[config.mk]
export PLATFORM = sky130hd
export DESIGN_NAME = bcd_display_driver
export DESIGN_NICKNAME = d
export VERILOG_FILES = /design/src/rtl/bcd_display_driver.sv
export SDC_FILE = /design/constraint.sdc
export NUM_CORES = 1
export LEC_CHECK = 0
export ABC_AREA = 1
export BUFFER_PORTS_ARGS = -buffer_cell sky130_fd_sc_hd__buf_2
export CAP_MARGIN = 0
export CORE_MARGIN = 1.5
export CORE_UTILIZATION = 25
export DETAILED_ROUTE_END_ITERATION = 8
export MAX_ROUTING_LAYER = met4
export PLACE_DENSITY = 0.39
export SYNTH_ARGS = -nofsm -noshare
export SYNTH_HDL_FRONTEND = slang
export SYNTH_SLANG_ARGS = --single-unit
[constraint.sdc]
create_clock -name cp -period 4.1 [get_ports cp]
set_clock_uncertainty 0.15 [all_clocks]
set_input_delay 0.82 -clock cp [delete_from_list [all_inputs] [get_ports cp]]
set_output_delay 0.82 -clock cp [all_outputs]
set_load 0.05 [all_outputs]
[src/rtl/bcd_display_driver.sv]
// Tens counter and display stage for a decade counter: holds the tens digit, snapshots
// both digits on request and drives a two-digit multiplexed 7-segment display.
module bcd_display_driver #(
  parameter int REFRESH_DIV    = 4,
  parameter bit SEG_ACTIVE_LOW = 1'b1
) (
  input  logic       cp,
  input  logic       reset,
  input  logic [3:0] ones_bcd,
  input  logic       carry_in,
  input  logic       hold,
  output logic [6:0] seg,
  output logic [1:0] an,
  output logic [3:0] tens_bcd,
  output logic       ovf,
  output logic       bcd_err
);

  // state     | meaning
  // SHOW_ONES | ones digit enabled (an=01)
  // SHOW_TENS | tens digit enabled (an=10)
  typedef enum logic {SHOW_ONES = 1'b0, SHOW_TENS = 1'b1} state_t;

  localparam int CW = (REFRESH_DIV > 2) ? $clog2(REFRESH_DIV) : 1;
  localparam logic [CW-1:0] CNT_LAST = CW'(REFRESH_DIV - 1);
  localparam logic [6:0] SEG_OFF = SEG_ACTIVE_LOW ? 7'h7F : 7'h00;

  state_t        state, state_nxt;
  logic [CW-1:0] cnt, cnt_nxt;
  logic [3:0]    ones_r, tens, disp_ones, disp_tens;
  logic          carry_d, carry_d2, wrap_r;
  logic          carry_edge;
  logic [3:0]    digit;
  logic [6:0]    pattern, seg_nxt;
  logic [1:0]    an_nxt;

  assign carry_edge = carry_d & ~carry_d2;

  always_ff @(posedge cp) begin
    if (reset) begin
      ones_r    <= '0;
      carry_d   <= 1'b0;
      carry_d2  <= 1'b0;
      tens      <= '0;
      wrap_r    <= 1'b0;
      disp_ones <= '0;
      disp_tens <= '0;
    end else begin
      ones_r   <= ones_bcd;
      carry_d  <= carry_in;
      carry_d2 <= carry_d;
      wrap_r   <= 1'b0;
      if (carry_edge) begin
        if (tens == 4'd9) begin
          tens   <= '0;
          wrap_r <= 1'b1;
        end else begin
          tens <= tens + 4'd1;
        end
      end
      // Pre-increment tens is captured when a carry edge coincides with hold release.
      if (!hold) begin
        disp_ones <= ones_r;
        disp_tens <= tens;
      end
    end
  end

  always_ff @(posedge cp) begin
    if (reset) begin
      state <= SHOW_ONES;
      cnt   <= '0;
    end else begin
      state <= state_nxt;
      cnt   <= cnt_nxt;
    end
  end

  always_comb begin
    state_nxt = state;
    cnt_nxt   = cnt + CW'(1);
    if (cnt == CNT_LAST) begin
      cnt_nxt   = '0;
      state_nxt = (state == SHOW_ONES) ? SHOW_TENS : SHOW_ONES;
    end
  end

  always_comb begin
    an_nxt = (state == SHOW_ONES) ? 2'b01 : 2'b10;
    digit  = (state == SHOW_ONES) ? disp_ones : disp_tens;
    case (digit)
      4'd0:    pattern = 7'h3F;
      4'd1:    pattern = 7'h06;
      4'd2:    pattern = 7'h5B;
      4'd3:    pattern = 7'h4F;
      4'd4:    pattern = 7'h66;
      4'd5:    pattern = 7'h6D;
      4'd6:    pattern = 7'h7D;
      4'd7:    pattern = 7'h07;
      4'd8:    pattern = 7'h7F;
      4'd9:    pattern = 7'h6F;
      default: pattern = 7'h40;
    endcase
    seg_nxt = SEG_ACTIVE_LOW ? ~pattern : pattern;
  end

  always_ff @(posedge cp) begin
    if (reset) begin
      seg      <= SEG_OFF;
      an       <= 2'b00;
      bcd_err  <= 1'b0;
      tens_bcd <= '0;
      ovf      <= 1'b0;
    end else begin
      seg      <= seg_nxt;
      an       <= an_nxt;
      bcd_err  <= (disp_ones > 4'd9);
      tens_bcd <= tens;
      ovf      <= wrap_r;
    end
  end

endmodule

==> results.md <==
- Run status: finished, final reports clean
- Leading area contributor after synthesis: dfxtp_1
- Worst vdd ir: ~0.19 mV
- Leak: 0.804 nW
- Num CTS Buffers: 5
- Placed inst area: roughly 0.0016 mm2
- Final Critical Period: roughly 1.9 ns
- Global-route total usage across every layer: 10.2%
- Area grow syn2layout: 17.4%
- RSZ-0062 raised after global routing: false
- I/O Pins: 23
- WP data arrival: 1.90 ns
- GP Congestion: 0.741
- Placed Cells: roughly 270
- Multi-input logic area: 571 um2
- Least-Margin Pin Slew: 0.534 ns
- Syn Nets: between 150 and 200
- Drt total wl: 2700 um
- Share of cells above drive strength 1: 21.9%
- Fin. Hold Viols: 0
- CTS resizes: 0
- Port Buffer Count: 22
- Crit path capture type: flip-flop
- Worst-path clk slew: 0.07 ns
- Initial antenna violation count: 0
- Cts hold-fix bufs: 0
- Synth top area share: 50.5%
- Cells after Synth: 176
- First-pass GRT wire length: between 4000 and 5000 um
- Setup Buffers After CTS: 0
- Cell Int Power: 0.000597 W
- Initial DRC Count: 30
- Starting Density: 26.3%
- P per Cell Area: roughly 510 mW/mm2
- Commonest cells after routing, fill and taps aside: dfxtp_1 (37), inv_1 (27), nor2_1 (23), buf_2 (22)
- Switching part of the total power: between 30 and 40%
- Synthesized cell area: 0.00147 mm2
- Die span in y: 79.6 um
- Cell variety after synth: 19
- M1 wire length: about 1300 um
- Setup crit start: state
- R2R Setup Slk: 2.22 ns
- Critical Path Fanout Max: 12
- Syn Area/Cell: roughly 8.3 um2
- TritonCTS clock tree: yes
- Slew HR: 64.4%
- Max Fclk: roughly 0.53 GHz
- CTS root buf: clkbuf_8
- Drt drc: 0
- Sequential fraction of the synthesis area: between 50% and 60%
- WS Path Type: flip-flop to flip-flop
- Reg power frac: 45.8%
- Final setup vio count: 0
- Via/cell ratio: 4.05
- Worst Hold Class: flip-flop to flip-flop
- Routed len/inst: 9.90 um
- CP required: 4.11 ns
- Comb power frac: 22.9%
- Clock Latency Late Sink: between 0.2 and 0.3 ns
- DP Wirelength: 1970 um
- Max Slew Vio Count: 0
- CORE AREA: 0.00557 mm2
- Total chip power: roughly 0.00088 W
- Post-route cell area: 0.00172 mm2
- CP startpoint kind: flip-flop
- Synth area leaders: dfxtp_1 (51%), inv_1 (6.9%), nand3_1 (6.5%)
- DR pass1 iterations: 4
- Number of warnings issued by yosys: 0
- Max Cap Viol: 0
- Met3 wire length: 155 um
- Gr ovfl total: 0
- R2R Path End: seg[3]
- Largest net degree at the start of global routing: 19
- Clk pwr share: a little over 30%
- Met2 routed WL: 1150 um
- Fin util: 30.9%
- Fill cell count: 612
- Clk sinks: 37
- Row cnt: 27
- DR vias: 1105
- Ant diodes: 0
- Total net switching power: 0.000286 W
- Nets@finish: between 200 and 250
- R2R Path Start: state
- Final setup TNS: 0 ns
- Most common cell after layout, fill and taps aside: dfxtp_1
- Die Wd: 79.6 um
- Max H-tree Level: 2
- Tcrit/Tclk final: 45.9%
- Sequential cell area: between 700 and 800 um2
- Clk buf depth: 2
- Fin cells: ~270
- Critical path capture point: seg[3]
- R2R cell count: 7
- Highest routing layer actually used: met4
- DRT antenna net count: 0
- Vias in the first global route: 1041
- DIE AREA: 0.00633 mm2
- FF+latch count, synth: 37
==> per-stage QoR <==
| step | hold slack [ns] | worst slack, ns |
|---|---|---|
| after detailed placement | 0.255 | 2.21 |
| final | 0.260 | 2.22 |
| after floorplan | 0.238 | 2.54 |
| after global placement | 0.256 | 2.19 |
| after global routing | 0.284 | 2.03 |
| after CTS | 0.268 | 2.20 |
==> cells by family (layout without fill, tap and decap cells) <==
logic type               count (synthesis)  count (layout)  synth area share, %
AO/OA/AOI/OAI                           27              27                 9.90
adder cells (fa/ha/maj)                  6               6                 5.12
buffers and inverters                   34              59                 10.6
flip-flops                              37              37                 50.5
AND/OR/NAND/NOR                         72              72                 23.9
==> state kept, by name, summed over array words and instances, names as in the netlist <==
signal and cells:
tens_bcd 4, state 1, bcd_err 1, carry_d2 1, ones_r 4, cnt 2
disp_tens 4, wrap_r 1, seg 7, carry_d 1, an 2, tens 4
ovf 1, disp_ones 4
==> layer usage <==
metal	GRT usage, %	vias up
li1	-	594
met1	12.4	483
met2	14.9	21
met3	3.89	7
met4	4.74	0
met5	-	-
==> worst max-delay path, cell delays in order (launching register included) <==
cell     delay [ns]
dfxtp_1        0.66
inv_2          0.17
nand2_1        0.12
nand2_2        0.10
ha_1           0.29
nand3_1        0.10
nand3_1        0.10
nand3_1        0.07
==> power groups by stage <==
stage	Clock, W	Combinational, W	Sequential [W]
detailed placement	0	0.000205	0.000414
finish	0.000276	0.000203	0.000405
global route	0.000304	0.000229	0.000409
floorplan	0	0.000112	0.000469
CTS	0.000286	0.000205	0.000405
global placement	0	0.000207	0.000414
==> area by class of cell <==
class | count | area share, %
Clock buffer | 7 | 5.60
Clock inverter | 1 | 0.291
Inverter | 29 | 6.32
Multi-Input combinational cell | 105 | 33.1
Sequential cell | 37 | 43.0
Tap cell | 72 | 5.23
Timing Repair Buffer | 22 | 6.40
==> synthesized netlist by cell type <==
master and number:
nor3_1 1, or2_2 1, buf_4 1, nand2_2 3
o21ai_0 10, nand2_1 19, o21ai_2 2, a21oi_1 12
nand3_1 19, o21ai_1 2, buf_6 3, nand2_4 6
inv_2 2, nor2_1 23, buf_2 1, ha_1 6
inv_1 27, a211oi_1 1, dfxtp_1 37
==> how the worst min path moves through the flow <==
stage / slack [ns] / end / startpoint / depth (start not counted)
finish: 0.26 / ovf / wrap_r / 2
global route: 0.28 / ovf / wrap_r / 2
CTS: 0.27 / ovf / wrap_r / 2
detailed placement: 0.25 / ovf / wrap_r / 2
global placement: 0.26 / ovf / wrap_r / 2
floorplan: 0.24 / ovf / wrap_r / 2
(Power assumes the default switching activity.)
